--- src/rtl/trace_pkg.sv ---
// Purpose: shared constants, pointer-width helper and FIFO status type for the trace capture block.
// Latency: none (declarations only).
// Backpressure: n/a. The optional TRACE_DROP_COUNT_EN build uses DROP_CNT_W/DROP_CNT_MAX.
package trace_pkg;

   localparam int DROP_CNT_W   = 8;
   localparam int DROP_CNT_MAX = 255;

   // Pointer width: index bits plus one wrap bit.
   function automatic int ptr_w(input int depth);
      return $clog2(depth) + 1;
   endfunction

   typedef struct packed {
      logic full;
      logic empty;
   } fifo_status_t;

endpackage

--- src/rtl/trace_capture_fifo_if.sv ---
// Purpose: sample/handshake bundle between the trace capture FIFO and the display monitor.
// Latency: none (wires only).
// Backpressure: monitor drives ready; the FIFO holds O/valid until ready is seen at an edge.
interface trace_capture_fifo_if #(
   parameter int WIDTH = 1
);
   logic [WIDTH-1:0] O;
   logic             valid;
   logic             ready;
   logic             full;
   logic             empty;

   modport master (output O, output valid, output full, output empty, input ready);
   modport slave  (input O, input valid, input full, input empty, output ready);
endinterface

--- src/rtl/trace_fifo.sv ---
// Purpose: first-word fall-through sample store with wrap-bit pointers and full/empty status.
// Latency: a pushed word is visible at head_dat_o one cycle after the push edge.
// Backpressure: caller gates push_i on full (or same-cycle pop); pop_i must only be asserted when non-empty.
module trace_fifo
   import trace_pkg::*;
#(
   parameter int WIDTH = 1,
   parameter int DEPTH = 4
) (
   input  logic             CLK,
   input  logic             ASYNCRESETN,
   input  logic             push_i,
   input  logic [WIDTH-1:0] push_dat_i,
   input  logic             pop_i,
   output logic [WIDTH-1:0] head_dat_o,
   output fifo_status_t     status_o
);

   localparam int PW = ptr_w(DEPTH);
   localparam int AW = PW - 1;

   logic [PW-1:0]    wr_ptr_q, wr_ptr_d;
   logic [PW-1:0]    rd_ptr_q, rd_ptr_d;
   logic [WIDTH-1:0] mem_q [DEPTH];

   // Advance pointers; the extra MSB wraps naturally modulo 2*DEPTH.
   always_comb begin
      wr_ptr_d = wr_ptr_q + PW'(push_i);
      rd_ptr_d = rd_ptr_q + PW'(pop_i);
   end

   // Pointer registers.
   always_ff @(posedge CLK or negedge ASYNCRESETN) begin
      if (!ASYNCRESETN) begin
         wr_ptr_q <= '0;
         rd_ptr_q <= '0;
      end else begin
         wr_ptr_q <= wr_ptr_d;
         rd_ptr_q <= rd_ptr_d;
      end
   end

   // Storage is cleared on reset so the head never shows X, even when empty.
   always_ff @(posedge CLK or negedge ASYNCRESETN) begin
      if (!ASYNCRESETN) begin
         for (int i = 0; i < DEPTH; i++) mem_q[i] <= '0;
      end else if (push_i) begin
         mem_q[wr_ptr_q[AW-1:0]] <= push_dat_i;
      end
   end

   assign head_dat_o     = mem_q[rd_ptr_q[AW-1:0]];
   assign status_o.empty = (wr_ptr_q == rd_ptr_q);
   assign status_o.full  = (wr_ptr_q[AW-1:0] == rd_ptr_q[AW-1:0]) && (wr_ptr_q[AW] != rd_ptr_q[AW]);

endmodule

--- src/rtl/trace_capture_fifo.sv ---
// Purpose: change-detecting sampler feeding a small FWFT FIFO; TRACE_DROP_COUNT_EN adds a saturating drop counter.
// Latency: a sample captured at edge k is presented with valid=1 right after edge k (1 cycle).
// Backpressure: monitor stalls via ready; when full with no pop, new samples are dropped, stored entries are kept.
module trace_capture_fifo
   import trace_pkg::*;
#(
   parameter int WIDTH = 1,
   parameter int DEPTH = 4
) (
   input  logic                  CLK,
   input  logic                  ASYNCRESETN,
   input  logic [WIDTH-1:0]      I,
   input  logic                  en,
   trace_capture_fifo_if.master  mon
`ifdef TRACE_DROP_COUNT_EN
   ,
   output logic [DROP_CNT_W-1:0] drop_count
`endif
);

   logic [WIDTH-1:0] prev_q, prev_d;
   logic             first_q, first_d;
   logic             capture, push, pop;
   logic [WIDTH-1:0] head_dat;
   fifo_status_t     status;

   // Capture on enable when the value moved, or unconditionally for the first sample after reset.
   always_comb begin
      capture = en && (first_q || (I != prev_q));
      pop     = !status.empty && mon.ready;
      push    = capture && (!status.full || pop);
      prev_d  = capture ? I : prev_q;
      first_d = capture ? 1'b0 : first_q;
   end

   // Change-detect state tracks the last captured value, whether or not it was stored.
   always_ff @(posedge CLK or negedge ASYNCRESETN) begin
      if (!ASYNCRESETN) begin
         prev_q  <= '0;
         first_q <= 1'b1;
      end else begin
         prev_q  <= prev_d;
         first_q <= first_d;
      end
   end

   trace_fifo #(.WIDTH(WIDTH), .DEPTH(DEPTH)) u_fifo (
      .CLK        (CLK),
      .ASYNCRESETN(ASYNCRESETN),
      .push_i     (push),
      .push_dat_i (I),
      .pop_i      (pop),
      .head_dat_o (head_dat),
      .status_o   (status)
   );

   assign mon.O     = head_dat;
   assign mon.valid = !status.empty;
   assign mon.full  = status.full;
   assign mon.empty = status.empty;

`ifdef TRACE_DROP_COUNT_EN
   logic                  drop;
   logic [DROP_CNT_W-1:0] drop_cnt_q, drop_cnt_d;

   // Count discarded samples, holding at the maximum rather than wrapping.
   always_comb begin
      drop       = capture && status.full && !pop;
      drop_cnt_d = drop_cnt_q;
      if (drop && (drop_cnt_q != DROP_CNT_W'(DROP_CNT_MAX))) drop_cnt_d = drop_cnt_q + 1'b1;
   end

   // Drop counter register, cleared only by reset.
   always_ff @(posedge CLK or negedge ASYNCRESETN) begin
      if (!ASYNCRESETN) drop_cnt_q <= '0;
      else              drop_cnt_q <= drop_cnt_d;
   end

   assign drop_count = drop_cnt_q;
`endif

endmodule

--- src/flat_wrapper.sv ---
// flat-port wrapper written by rule: the top's interface ports become plain ports
module trace_capture_fifo_flat import trace_pkg::*;
#(
   parameter int WIDTH = 1,
   parameter int DEPTH = 4
)
  (CLK, ASYNCRESETN, I, en, mon_O, mon_valid, mon_full, mon_empty, mon_ready);
  trace_capture_fifo_if #(.WIDTH(WIDTH)) mon_i ();
  input  logic CLK;
  input  logic ASYNCRESETN;
  input  logic [WIDTH-1:0] I;
  input  logic en;
  output wire logic [$bits(mon_i.O)-1:0] mon_O;
  output wire logic [$bits(mon_i.valid)-1:0] mon_valid;
  output wire logic [$bits(mon_i.full)-1:0] mon_full;
  output wire logic [$bits(mon_i.empty)-1:0] mon_empty;
  input wire logic [$bits(mon_i.ready)-1:0] mon_ready;
  assign mon_O = mon_i.O;
  assign mon_valid = mon_i.valid;
  assign mon_full = mon_i.full;
  assign mon_empty = mon_i.empty;
  assign mon_i.ready = mon_ready;
  trace_capture_fifo #(.WIDTH(WIDTH), .DEPTH(DEPTH)) u_core (.CLK(CLK), .ASYNCRESETN(ASYNCRESETN), .I(I), .en(en), .mon(mon_i));
endmodule
--- config.mk ---
export PLATFORM = sky130hd
export DESIGN_NAME = trace_capture_fifo_flat
export DESIGN_NICKNAME = d
export VERILOG_FILES = /design/src/rtl/trace_pkg.sv /design/src/rtl/trace_capture_fifo_if.sv /design/src/rtl/trace_fifo.sv /design/src/rtl/trace_capture_fifo.sv /design/src/flat_wrapper.sv
export SDC_FILE = /design/constraint.sdc
export NUM_CORES = 1
export LEC_CHECK = 0
export CORE_AREA = 5 5 42 44
export DETAILED_ROUTE_END_ITERATION = 8
export DIE_AREA = 0 0 47 49
export PLACE_DENSITY_LB_ADDON = 0.1
export SYNTH_ARGS = -nofsm -noshare
export SYNTH_HDL_FRONTEND = slang
export SYNTH_SLANG_ARGS = --single-unit
--- constraint.sdc ---
create_clock -name CLK -period 1.9 [get_ports CLK]
set_input_delay 0.285 -clock CLK [delete_from_list [all_inputs] [get_ports CLK]]
set_output_delay 0.285 -clock CLK [all_outputs]
set_load 0.01 [all_outputs]
# After elaboration in Yosys (flattened, before gate mapping)
# Cells that the tools add are included.
dict set report totals {
  ff_bits 12
  inputBits 5
  out_inout_bits 4
  word_cells 34
}
dict set report op_classes {
  add_sub_neg 2
  n_lt_le_gt_ge 3
  eq_ne 4
  n_mux 6
  bitwise 2
  n_reduce_logical 9
}
# operator n
set ops {}
lappend ops {{3-bit by 1-bit adder with 3-bit output} 2}
lappend ops {{3-bit >= comparator (second input constant)} 2}
lappend ops {{2-bit inverter with 3-bit output} 2}
lappend ops {{1-bit logical AND} 5}
lappend ops {{4-bit bitwise mux} 1}
lappend ops {{3-bit == test} 1}
lappend ops {{3-bit by 1-bit less-than comparator with 1-bit output (second input constant)} 1}
lappend ops {{1-bit 2-to-1 mux} 3}
lappend ops {{1-bit binary-select mux with 2-bit select} 1}
lappend ops {{1-bit demux with 2-bit select} 1}
lappend ops {{2-bit == test} 1}
lappend ops {{1-bit zero test} 2}
lappend ops {{1-bit logical OR} 2}
lappend ops {{1-bit inequality test} 2}

# Depth between registers and ports, before layout
# Gate-level depths: netlist (run 1).
dict set report logic_depth {
  word_depth 6
  mapped_depth 7
  depth_no_buf 7
}

# Cells and area by module
# From an unflattened synthesis (run 1), not the netlist that was laid out.
dict set report unflattened {
  cells_unflattened 39
  area_unflattened_um2 554.3
}
# mod instances cells_per_inst area_each_um2 seq_area_each_um2
set by_module_without_submodules {}
lappend by_module_without_submodules {trace_fifo 1 30 451.7 250.2}
lappend by_module_without_submodules {trace_capture_fifo 1 9 102.6 51.3}

# Least setup slack after synthesis (run 1)
# Ideal clock, no wire load.
dict set report synth_timing {
  kind {register to register}
  from {reg u_core.u_fifo.wr_ptr_q[0]}
  to {reg u_core.u_fifo.wr_ptr_q[2]}
  setup_time_ns 0.127
  arrival_time_ns 1.563
  t_required_ns 1.773
  setup_slack_ns 0.210
  stages_incl_launch_ff 7
  path_buffers 0
  synth_period_minus_slack_ns 1.690
  cell_sequence {dfrtp_1 xor2_2 nor4_4 nor2_1 ha_1 ha_1 xor2_1}
}
dict set report synth_via {
  elab_chain_len 6
  elab_cells_between_ends 9
  classes_between {1 x add/sub; 2 x eq/ne; 6 x reduce/logical}
}
# element line_no
set synth_lines {}
lappend synth_lines {{from (decl)} trace_fifo.sv:22} ;# logic [PW-1:0] wr_ptr_q, wr_ptr_d;
lappend synth_lines {{from (signal assigned)} trace_fifo.sv:38} ;# wr_ptr_q <= wr_ptr_d;
lappend synth_lines {{3-bit == test or 2-bit == test (tied branches)} {trace_fifo.sv:53, trace_fifo.sv:54}}
lappend synth_lines {{1-bit zero test or 1-bit logical AND (tied branches)} {trace_capture_fifo.sv:30, trace_fifo.sv:54}}
lappend synth_lines {{1-bit logical AND or 1-bit zero test (tied branches)} {trace_capture_fifo.sv:30, trace_capture_fifo.sv:31}}
lappend synth_lines {{1-bit logical OR} trace_capture_fifo.sv:31} ;# push = capture && (!status.full || pop);
lappend synth_lines {{1-bit logical AND} trace_capture_fifo.sv:31}
lappend synth_lines {{3-bit by 1-bit adder with 3-bit output *} trace_fifo.sv:28} ;# wr_ptr_d = wr_ptr_q + PW'(push_i);
lappend synth_lines {{named net u_core.u_fifo.wr_ptr_d[2]} trace_fifo.sv:22}
# The timed path passes the listed nets; every way through them passes the cells marked *.
# A chain may end at the register's enable or synchronous reset.

# Worst setup path in the final report (run 1)
dict set report layout_timing {
  from {reg u_core.u_fifo.rd_ptr_q[1]}
  to {reg u_core.u_fifo.mem_q[1] (netlist bit)}
}
dict set report layout_via {
  elab_chain_len 5
  elab_cells_between_ends 8
  classes_between {2 x eq/ne; 6 x reduce/logical}
}
# element line_no
set layout_lines {}
lappend layout_lines {{from (decl)} trace_fifo.sv:23} ;# logic [PW-1:0] rd_ptr_q, rd_ptr_d;
lappend layout_lines {{from (signal assigned)} trace_fifo.sv:39} ;# rd_ptr_q <= rd_ptr_d;
lappend layout_lines {{3-bit == test or 2-bit == test (tied branches)} {trace_fifo.sv:53, trace_fifo.sv:54}}
lappend layout_lines {{1-bit zero test or 1-bit logical AND (tied branches)} {trace_capture_fifo.sv:30, trace_fifo.sv:54}}
lappend layout_lines {{1-bit logical AND or 1-bit zero test (tied branches)} {trace_capture_fifo.sv:30, trace_capture_fifo.sv:31}}
lappend layout_lines {{1-bit logical OR *} trace_capture_fifo.sv:31}
lappend layout_lines {{1-bit logical AND *} trace_capture_fifo.sv:31}
lappend layout_lines {{to (signal, indexed assignment)} trace_fifo.sv:48} ;# mem_q[wr_ptr_q[AW-1:0]] <= push_dat_i;
lappend layout_lines {{to (decl)} trace_fifo.sv:24} ;# logic [WIDTH-1:0] mem_q [DEPTH];
# Mark *: on every way between the ends. The rest lies on a longest branch, timed or not.

==> results of run 1 <==
==> path summary, 6_finish.rpt <==
path,from,endpoint,slack (ps)
setup / recovery,u_core.u_fifo.rd_ptr_q[1],u_core.u_fifo.mem_q[1],110
hold / removal,ASYNCRESETN,u_core.u_fifo.rd_ptr_q[2],360
setup reg to reg,u_core.u_fifo.rd_ptr_q[1],u_core.u_fifo.mem_q[1],110
hold reg to reg,u_core.u_fifo.mem_q[3],u_core.u_fifo.mem_q[3],490
max in group asynchronous,ASYNCRESETN,u_core.u_fifo.rd_ptr_q[0],1160
min in group CLK,u_core.u_fifo.mem_q[3],u_core.u_fifo.mem_q[3],490
==> final cells by class <==
type	instances	share of cell area, %
Multi-Input combinational cell	29	40.0
Sequential cell	12	37.4
Timing Repair Buffer	15	15.2
Clock buffer	4	4.46
Tap cell	16	2.46
Inverter	1	0.462
==> cells by family after synthesis <==
| family | count (synthesis) | share of synthesized area, % |
|---|---|---|
| xor gates and xnor gates | 6 | 12.6 |
| buffers and inverters | 1 | 0.628 |
| and+or+nand+nor | 12 | 13.8 |
| adders and majority gates | 4 | 8.39 |
| AOI/OAI and AO/OA | 1 | 0.838 |
| DFF | 12 | 50.5 |
| muxes | 6 | 13.2 |
==> metrics by stage <==
stage                     area, µm²  hold slack [ps]
after floorplan                 597            -10.6
after global placement          719              468
after detailed placement        719              477
after CTS                       795              379
after global routing            813              400
final                           813              359
==> report_power, final <==
group,switching (mW),leakage [nW],internal (mW)
clock,0.0876,0.0210,0.117
sequential,0.105,0.138,0.375
combinational,0.338,0.204,0.380
==> timing repair <==
item                       CTS  global route
pin swaps                    1             0
setup endpoints to repair    4             5
resized for setup            7             6
hold buffers                 0             0
gates cloned                 0             0
buffers inserted             4             0
==> worst register-to-register path, cell delays in order, from the launching register on <==
cell and delay [ps]:
dfrtp_1 440, xor2_2 210, buf_4 150, nor4_4 40
buf_4 160, nor4b_2 320, mux2_1 350
==> Yosys cell counts <==
library cell	number	area, µm²
dfrtp_1	11	275
mux2_2	1	11.3
nor2b_1	1	6.26
nor4_4	1	21.3
and2_1	1	6.26
inv_1	1	3.75
xor2_2	2	32.5
o21ai_1	1	5.00
nor4_1	1	6.26
dfstp_2	1	26.3
mux4_2	1	22.5
nor2_1	2	7.51
mux2_1	4	45.0
nand2_1	2	7.51
xnor2_2	1	16.3
nor4b_1	2	17.5
nor3_1	2	10.0
xor2_1	3	26.3
ha_1	4	50.1
==> sequential cells by signal, indices dropped and copies added (netlist names) <==
signal / count
u_core.first_q: 1
u_core.u_fifo.rd_ptr_q: 3
u_core.prev_q: 1
u_core.u_fifo.mem_q: 4
u_core.u_fifo.wr_ptr_q: 3
==> routing by layer <==
layer	track usage, %	vias up	wire length [µm]
li1	-	188	-
met1	13.2	194	457
met2	19.0	13	619
met3	2.21	3	71
met4	4.15	0	17
met5	0	-	0
==> run_results.csv, run 1 <==
group,metric,value,unit
status,status,"finished, final reports clean",
worst_setup_path,cp_common_cell,"buf_4",
drt,wl_per_cell,15.1,µm
worst_setup_path,slowest_delay,440,ps
clock_tree,clockRootBuffer,"clkbuf_4",
worst_setup_path,crit_path_start_kind,"register",
worst_setup_path,path_class,"register to register",
yosys,ys_warn_count,0,
power_and_ir_drop,p_per_area,1720,mW/mm²
worst_hold_path,worstHoldPathType,"input pin to async pin",
worst_setup_path,end_kind,"register",
finish,final_nets,71,
drt,drtIter0Drc,4,
finish,nFillCells,125,
timing,fin_skew,1.84,ps
yosys,syn_avg_cell_area,14.2,µm²
global_routing,grt.total_usage,11.2,%
drt,drt_wl_total,1.17,mm
yosys,postSynthNetCount,51,
worst_setup_path,path_depth,6,
worst_setup_path,cp.arrival,1950,ps
floorplanning,start_util,42.6,%
drt,drt-pass1-iter-count,4,
timing,finalCritPeriodShare,94.0,%
timing,slew_viol_final,0,
finish,diodes,0,
timing,finalSetupViolations,0,
drt,drc_errors,0,
timing,slew_headroom,63.9,%
clock_tree,htreeDepth,1,
floorplanning,die_w,47,µm
placed_design,place_hpwl,826,µm
global_routing,grt_max_degree,13,
floorplanning,die_h,49,µm
power_and_ir_drop,ir_drop,1.01,mV
yosys,syn_inst,42,
finish,multi_input_area,325,µm²
yosys,ys_seq_elements,12,
worst_setup_path,critPathTopFamily,"flip-flops",
timing,worst_pin_slew,540,ps
floorplanning,io_pins,9,
finish,final-instance-count-excl-fill,77,
drt,vias,398,
timing,finalSetupTns,0,ps
floorplanning,core,0.00140,mm²
finish,final_core_util,58.0,%
finish,regArea,304,µm²
drt,viasPerCell,5.17,
worst_setup_path,rr_worst_depth,6,
clock_tree,clk_path_buf_depth,2,
yosys,synth_area,597,µm²
worst_setup_path,crit_buf_inv,2,
placed_design,dp_slack,-86.1,ps
clock_tree,numClockSinks,12,
run,maxCapViolCount,0,
global_routing,grt_first_pass_wirelength,1.85,mm
global_routing,grt_overflow,0,
timing,fin_ws,115,ps
floorplanning,row_count,14,
power_and_ir_drop,p_leak,0.363,nW
global_routing,grt_pass1_vias,415,
finish,final_cell_mix,"dfrtp_1, buf_4, mux2_1, ha_1, clkdlybuf4s50_1",
clock_tree,path_clk_slew,80,ps
worst_setup_path,critPathMaxFanout,4,
global_routing,antenna_found_initial,0,
placed_design,io_buffers,8,
timing,fin_crit,1790,ps
yosys,ys_types,19,
placed_design,gp_congestion,0.807,
timing,fmax,0.560,GHz
clock_tree,cts_made_buffers,3,
finish,drive_gt1_share,41.0,%
finish,area_growth_syn_to_layout,36.3,%
clock_tree,cts_tree,"done",
yosys,ys_seq_area_share,50.5,%
worst_setup_path,crit_slowest_cell,"dfrtp_1",
clock_tree,clk_latency,270,ps
worst_setup_path,worstPathCellList,"xor2_2 > buf_4 > nor4_4 > buf_4 > nor4b_2 > mux2_1",
placed_design,dp.cells,69,
floorplanning,dieArea,0.00230,mm²
timing,hold_viol_final,0,
worst_setup_path,worst_ep_required_time,2060,ps
drt,ant_nets,0,
finish,final_common_cell,"dfrtp_1",
power_and_ir_drop,p_total,1.40,mW
Power figures use the tool's default switching activity.
==> run 2, diff against run 1 <==
--- a/config.mk
+++ b/config.mk
@@ -11,4 +11,5 @@
 export PLACE_DENSITY_LB_ADDON = 0.1
 export SYNTH_ARGS = -nofsm -noshare
 export SYNTH_HDL_FRONTEND = slang
+export SYNTH_HIERARCHICAL = 1
 export SYNTH_SLANG_ARGS = --single-unit
==> run 2 against run 1 <==
Against the previous run:
- fmax decreased by 2.9%
- sequential cell count did not move
- core utilization is 2.2 points higher
- critical path depth stayed put
- critical path type unchanged
- combinational power rose by 17%
- critical endpoint is now u_core/u_fifo/mem_q[3]
- clock power decreased by 4%
- sequential power down 0.8%
- worst setup slack got worse by 53 ps
- sequential share of layout area decreased by 1.5 points
- synthesized area decreased by 7.1%
- routed wire length down 11%
- largest power group unchanged
==> run_results.csv, run 2 <==
group,metric,value,unit
clock_tree,clk_latency,270,ps
clock_tree,cts_tree,"done",
drt,drc_errors,0,
status,status,"finished, final reports clean",
yosys,synth_area,554,µm²
finish,final_common_cell,"dfrtp_1",
timing,fin_skew,1.40,ps
yosys,ys_types,15,
yosys,syn_inst,39,
finish,drive_gt1_share,50.0,%
clock_tree,htreeDepth,1,
timing,finalSetupViolations,0,
timing,fin_crit,1840,ps
drt,drt-pass1-iter-count,4,
floorplanning,start_util,39.6,%
global_routing,grt_first_pass_wirelength,1.72,mm
clock_tree,numClockSinks,12,
timing,finalCritPeriodShare,96.7,%
finish,final-instance-count-excl-fill,76,
yosys,yosysTopAreaCell,"dfrtp_1",
yosys,synthTopCellsByCount,"dfrtp_1, xor2_1, ha_1, mux2_1",
clock_tree,cts.hold.buffers_added,0,
yosys,ys.flop_type,"dfrtp_1",
yosys,syn_avg_cell_area,14.2,µm²
drt,drtIter0Drc,5,
yosys,muxShareOfSynthArea,14.2,%
placed_design,gp_congestion,0.778,
clock_tree,path_clk_slew,70,ps
worst_hold_path,worstHoldPathType,"input pin to async pin",
finish,nFillCells,126,
drt,ant_nets,0,
placed_design,dp.cells,70,
finish,area_growth_syn_to_layout,52.4,%
finish,final_nets,70,
yosys,ys_top_cells_by_area,"dfrtp_1, ha_1, mux2_1",
floorplanning,die_w,47,µm
worst_setup_path,path_class,"register to register",
worst_setup_path,worst_ep_required_time,2050,ps
yosys,ys_warn_count,6,
clock_tree,clk_path_buf_depth,2,
finish,diodes,0,
yosys,synth_top_family_by_area,"multiplexers",
finish,final_core_util,60.3,%
yosys,synth_adder_area_share,9.03,%
floorplanning,dieArea,0.00230,mm²
clock_tree,cts_made_buffers,3,
placed_design,io_buffers,8,
worst_setup_path,end_kind,"register",
worst_setup_path,cp.arrival,1990,ps
clock_tree,clockRootBuffer,"clkbuf_4",
finish,reg.largest.list,"u_core/u_fifo/mem_q: 4 flops, u_core/u_fifo/rd_ptr_q: 3 flops, u_core/u_fifo/wr_ptr_q: 3 flops",
drt,wl_per_cell,13.7,µm
yosys,postSynthNetCount,48,
global_routing,antenna_found_initial,0,
run,maxCapViolCount,0,
timing,timing.hold.ws,367,ps
floorplanning,io_pins,9,
yosys,ys_seq_elements,12,
worst_setup_path,crit_path_start_kind,"register",
global_routing,grt_pass1_vias,401,
power_and_ir_drop,p_leak,0.371,nW
yosys,ys_seq_area_share,54.4,%
drt,viasPerCell,4.93,
power_and_ir_drop,ir_drop,0.725,mV
drt,vias,375,
global_routing,grt.total_usage,10.5,%
yosys,synth-simple-area-share,9.48,%
global_routing,grt_max_degree,13,
timing,fmax,0.544,GHz
worst_setup_path,r2r_setup_slack,60,ps
worst_setup_path,critPathMaxFanout,5,
yosys,synth_xor_area_share,9.48,%
floorplanning,row_count,14,
timing,slew_headroom,64.2,%
finish,top_register,"u_core/u_fifo/mem_q",
yosys,yosysMostFrequentCell,"dfrtp_1",
yosys,synth-compound-area-share,2.03,%
finish,largest_register_ffs,4,
finish,final_cell_mix,"dfrtp_1, buf_4, clkdlybuf4s50_1",
timing,hold_viol_final,0,
timing,slew_viol_final,0,
yosys,synth_edf_count,0,
drt,drt_wl_total,1.04,mm
yosys,async_reset_ff_share,100,%
power_and_ir_drop,p_per_area,1790,mW/mm²
timing,rsz0062_at_grt,"yes",
floorplanning,die_h,49,µm
floorplanning,core,0.00140,mm²
yosys,yosysTopAreaCellShare,49.7,%
global_routing,grt_overflow,0,
timing,worst_pin_slew,535,ps
-- run 2: changes by cell type in the layout (fill, tap and decap cells not counted), moves of 2 or more --
cell           delta
nor4b_2           -2
nor3_1            -2
nand2_1           -2
dlygate4sd2_1     -2
ha_4              +2
buf_4             +2
nand3b_1          +2
ha_1              -2
nor2_1            -2
-- run 2: metal layers --
| layer | global-route usage [%] | wire [µm] | up-vias |
|---|---|---|---|
| met5 | 0 | 0 | - |
| li1 | - | - | 177 |
| met4 | 4.15 | 10 | 0 |
| met3 | 3.32 | 54 | 2 |
| met1 | 11.1 | 374 | 187 |
| met2 | 18.3 | 603 | 9 |
-- run 2: worst paths after layout --
path	start	end	depth (start not counted)
min in group CLK	u_core/first_q	u_core/first_q	1
max reg2reg	u_core/u_fifo/wr_ptr_q[1]	u_core/u_fifo/mem_q[3]	6
min	ASYNCRESETN	u_core/u_fifo/wr_ptr_q[0]	1
max in group asynchronous	ASYNCRESETN	u_core/u_fifo/wr_ptr_q[1]	1
min reg2reg	u_core/first_q	u_core/first_q	1
max	u_core/u_fifo/wr_ptr_q[1]	u_core/u_fifo/mem_q[3]	6
-- run 2: cell type report --
type / count / area, µm² / share of cell area, %
repair buffers: 17 / 136 / 16.1
multi-input cells: 25 / 342 / 40.4
inverters: 2 / 7.51 / 0.889
clock buffers: 4 / 36.3 / 4.30
well taps: 16 / 20.0 / 2.37
flip-flops and latches: 12 / 303 / 35.9
-- run 2: kinds of logic after synthesis --
kind of cell	Yosys count
AOI/OAI and AO/OA	1
xor gates and xnor gates	6
adders and majority gates	4
buffers and inverters	2
DFF	12
muxes	6
and+or+nand+nor	8
-- run 2: timing repair --
item | in CTS | in global routing
setup endpoints to repair | 6 | 9
buffers inserted | 1 | 1
pin swaps | 1 | 3
resized for setup | 5 | 14
gates cloned | 0 | 0
hold endpoints to repair | 0 | 0
-- run 2: critical path: stages (launching register included) --
cell and delay (ps):
dfrtp_2 440, xor2_4 210, nor3b_4 240, nor2b_2 80
o221a_4 290, nor3b_1 150, mux2_1 310
-- run 2: metrics by stage --
step           total power [mW]  setup slack (ps)  TNS (ps)  cell area (µm²)
3_3_place_gp               1.15             -2.14     -2.14              741
2_1_floorplan             0.812             -38.0     -46.7              588
3_5_place_dp               1.18             -40.2     -58.6              741
6_report                   1.51              62.2         0              845
4_1_cts                    1.37              8.51         0              787
5_1_grt                    1.64             -42.6     -62.7              845
-- run 2: power breakdown --
group	leakage [nW]	internal, mW	switching, mW
Sequential	0.139	0.373	0.103
Combinational	0.211	0.483	0.359
Clock	0.0210	0.116	0.0790
==> run 3, diff against run 2 <==
--- a/config.mk
+++ b/config.mk
@@ -5,6 +5,7 @@
 export SDC_FILE = /design/constraint.sdc
 export NUM_CORES = 1
 export LEC_CHECK = 0
+export ABC_AREA = 1
 export CORE_AREA = 5 5 42 44
 export DETAILED_ROUTE_END_ITERATION = 8
 export DIE_AREA = 0 0 47 49
==> run 3 against run 2 <==
Against the previous run:
- sequential share of layout area rose by 2.5 points
- count of clock-buffer cells in the layout did not move
- global-route usage rose by 2.8 points
- critical path type unchanged
- highest routed layer unchanged
- die area did not move
- largest cell class is now sequential cells
- synthesized area rose by 9.0%
- largest power group unchanged
- via count rose by 30%
==> run_results.csv, run 3 <==
group,metric,value,unit
finish,final_nets,100,
yosys,yosysTopAreaCell,"dfrtp_1",
clock_tree,clk_latency,270,ps
global_routing,grt_use_met3,2.58,%
global_routing,grt_pass1_vias,508,
timing,slew_viol_final,0,
drt,viasPerCell,4.61,
power_and_ir_drop,p_sw,484,µW
timing,finalSetupTns,0,ps
power_and_ir_drop,p_leak,0.422,nW
yosys,yosysMostFrequentCell,"nand2_1",
global_routing,grtUsageMet1,15.1,%
status,status,"finished, final reports clean",
yosys,syn_inst,72,
finish,diodes,0,
drt,drc_errors,0,
global_routing,grt_max_degree,13,
finish,top_register,"u_core/u_fifo/mem_q",
power_and_ir_drop,power.internal,766,µW
finish,nFillCells,136,
floorplanning,die_h,49,µm
yosys,ys_seq_area_share,49.9,%
yosys,async_reset_ff_share,100,%
global_routing,grt.total_usage,13.3,%
yosys,synth_edf_count,0,
clock_tree,cts_tree,"done",
global_routing,use_met2,20.8,%
global_routing,grt_busiest_layer,"met2",
floorplanning,io_pins,9,
worst_setup_path,path_class,"register to register",
timing,fmax,0.566,GHz
worst_setup_path,critPathMaxFanout,5,
drt,ant_nets,0,
clock_tree,path_clk_slew,70,ps
yosys,ys.flop_type,"dfrtp_1",
worst_setup_path,crit_start,"u_core/u_fifo/rd_ptr_q[0]",
drt,drt_wl_total,1.17,mm
drt,drt-pass1-iter-count,4,
finish,area_growth_syn_to_layout,30.6,%
worst_setup_path,cp.arrival,1930,ps
worst_hold_path,worstHoldPathType,"input pin to async pin",
clock_tree,numClockSinks,12,
floorplanning,die_w,47,µm
power_and_ir_drop,sw_frac_of_total,38.7,%
finish,largest_register_ffs,4,
clock_tree,htreeDepth,1,
floorplanning,dieArea,0.00230,mm²
yosys,ys_types,15,
timing,fin_crit,1770,ps
worst_setup_path,worst_ep_required_time,2060,ps
worst_setup_path,reg2reg_from,"u_core/u_fifo/rd_ptr_q[0]",
finish,reg.largest.list,"u_core/u_fifo/mem_q: 4 flops, u_core/u_fifo/rd_ptr_q: 3 flops, u_core/u_fifo/wr_ptr_q: 3 flops",
yosys,yosysTopAreaCellShare,45.5,%
floorplanning,start_util,43.1,%
yosys,synthTopCellsByCount,"nand2_1, dfrtp_1, inv_1, nand3_1",
power_and_ir_drop,ir_drop,0.602,mV
power_and_ir_drop,seqPwrFrac,38.2,%
clock_tree,clk_path_buf_depth,2,
placed_design,gp_congestion,0.785,
yosys,postSynthNetCount,81,
floorplanning,core,0.00140,mm²
yosys,ys_seq_elements,12,
placed_design,io_buffers,8,
timing,slew_headroom,64.7,%
global_routing,antenna_found_initial,0,
yosys,synth_area,604,µm²
clock_tree,clockRootBuffer,"clkbuf_4",
floorplanning,row_count,14,
timing,fin_skew,0.529,ps
timing,finalSetupViolations,0,
timing,rsz0062_at_grt,"no",
worst_setup_path,end_kind,"register",
yosys,ys_warn_count,6,
drt,wl_per_cell,11.1,µm
run,maxCapViolCount,0,
drt,drtIter0Drc,12,
yosys,syn_avg_cell_area,8.39,µm²
global_routing,grt_overflow,0,
power_and_ir_drop,comb_power_share,45.6,%
finish,drive_gt1_share,21.1,%
finish,final_core_util,56.3,%
drt,vias,489,
clock_tree,cts_made_buffers,3,
timing,hold_viol_final,0,
timing,finalCritPeriodShare,93.1,%
placed_design,place_hpwl,907,µm
worst_setup_path,crit_path_start_kind,"register",
finish,final_cell_mix,"nand2_1, inv_1, dfrtp_1, buf_4, nand3_1",
yosys,ys_top_cells_by_area,"dfrtp_1, nand2_1, ha_1",
finish,final_common_cell,"nand2_1",
power_and_ir_drop,p_per_area,1580,mW/mm²
timing,worst_pin_slew,527,ps
power_and_ir_drop,clock_power_share,16.2,%
global_routing,grt_first_pass_wirelength,2.16,mm
==> run 3: critical path: stages (launching register included) <==
cell and delay (ps):
dfrtp_1 420, inv_1 90, nand2_1 60, nand2_1 70
nand2_2 70, nor2_2 100, buf_4 120, nor2_2 40
nor2_2 100, nor2_2 60, ha_1 190, ha_1 180
xor2_1 150
==> run 3: layout make-up <==
| type | count | area, µm² | share of cell area [%] |
|---|---|---|---|
| sequential | 12 | 303 | 38.4 |
| multi-input combinational | 48 | 265 | 33.6 |
| timing repair buffer | 14 | 120 | 15.2 |
| inverter | 12 | 45.0 | 5.71 |
| clock buffer | 4 | 36.3 | 4.60 |
| tap | 16 | 20.0 | 2.54 |
==> run 3: metal layers <==
| layer | wire length [µm] | part of all wire [%] |
|---|---|---|
| met2 | 606 | 52 |
| met1 | 445 | 38 |
| met3 | 87 | 7.4 |
| met5 | 0 | 0 |
| met4 | 32 | 2.7 |
==> run 3: cell families after synthesis <==
kind of cell	after synthesis	synth area share (%)
AOI/OAI and AO/OA	4	3.31
xor gates and xnor gates	4	5.80
adders and majority gates	4	8.28
buffers and inverters	12	7.45
DFF	12	49.9
and+or+nand+nor	36	25.3
==> run 3: final timing paths <==
path	to	slack (ps)	cells after the start
worst max-delay path	u_core/u_fifo/wr_ptr_q[2]	130	12
worst min register to register	u_core/u_fifo/mem_q[3]	470	2
min in group CLK	u_core/u_fifo/mem_q[3]	470	2
worst min-delay path	u_core/prev_q	350	1
worst max register to register	u_core/u_fifo/wr_ptr_q[2]	130	12
max in group asynchronous	u_core/u_fifo/wr_ptr_q[1]	1170	1
==> run 3: power by group through the flow <==
stage	combinational [mW]	clock [mW]	sequential, mW
global placement	0.502	0	0.481
finish	0.570	0.203	0.477
global route	0.662	0.228	0.494
detailed placement	0.522	0	0.488
floorplan	0.316	0	0.458
CTS	0.561	0.214	0.478
==> run 3: what timing repair did <==
| action | 4_1_cts | 5_1_grt |
|---|---|---|
| hold buffers | 0 | 0 |
| gates resized for setup | 6 | 2 |
| setup buffers | 4 | 0 |
| pin swaps | 1 | 1 |
| endpoints found under the setup margin | 3 | 2 |
==> run 3: metrics by stage <==
stage	cell area, µm²	instances	setup slack [ps]	hold slack (ps)	power, mW
floorplan	604	72	110	-10.6	0.774
global placement	719	98	94.4	450	0.982
detailed placement	719	98	63.0	452	1.01
CTS	785	106	60.5	373	1.25
global route	790	106	15.0	400	1.38
finish	790	106	132	354	1.25
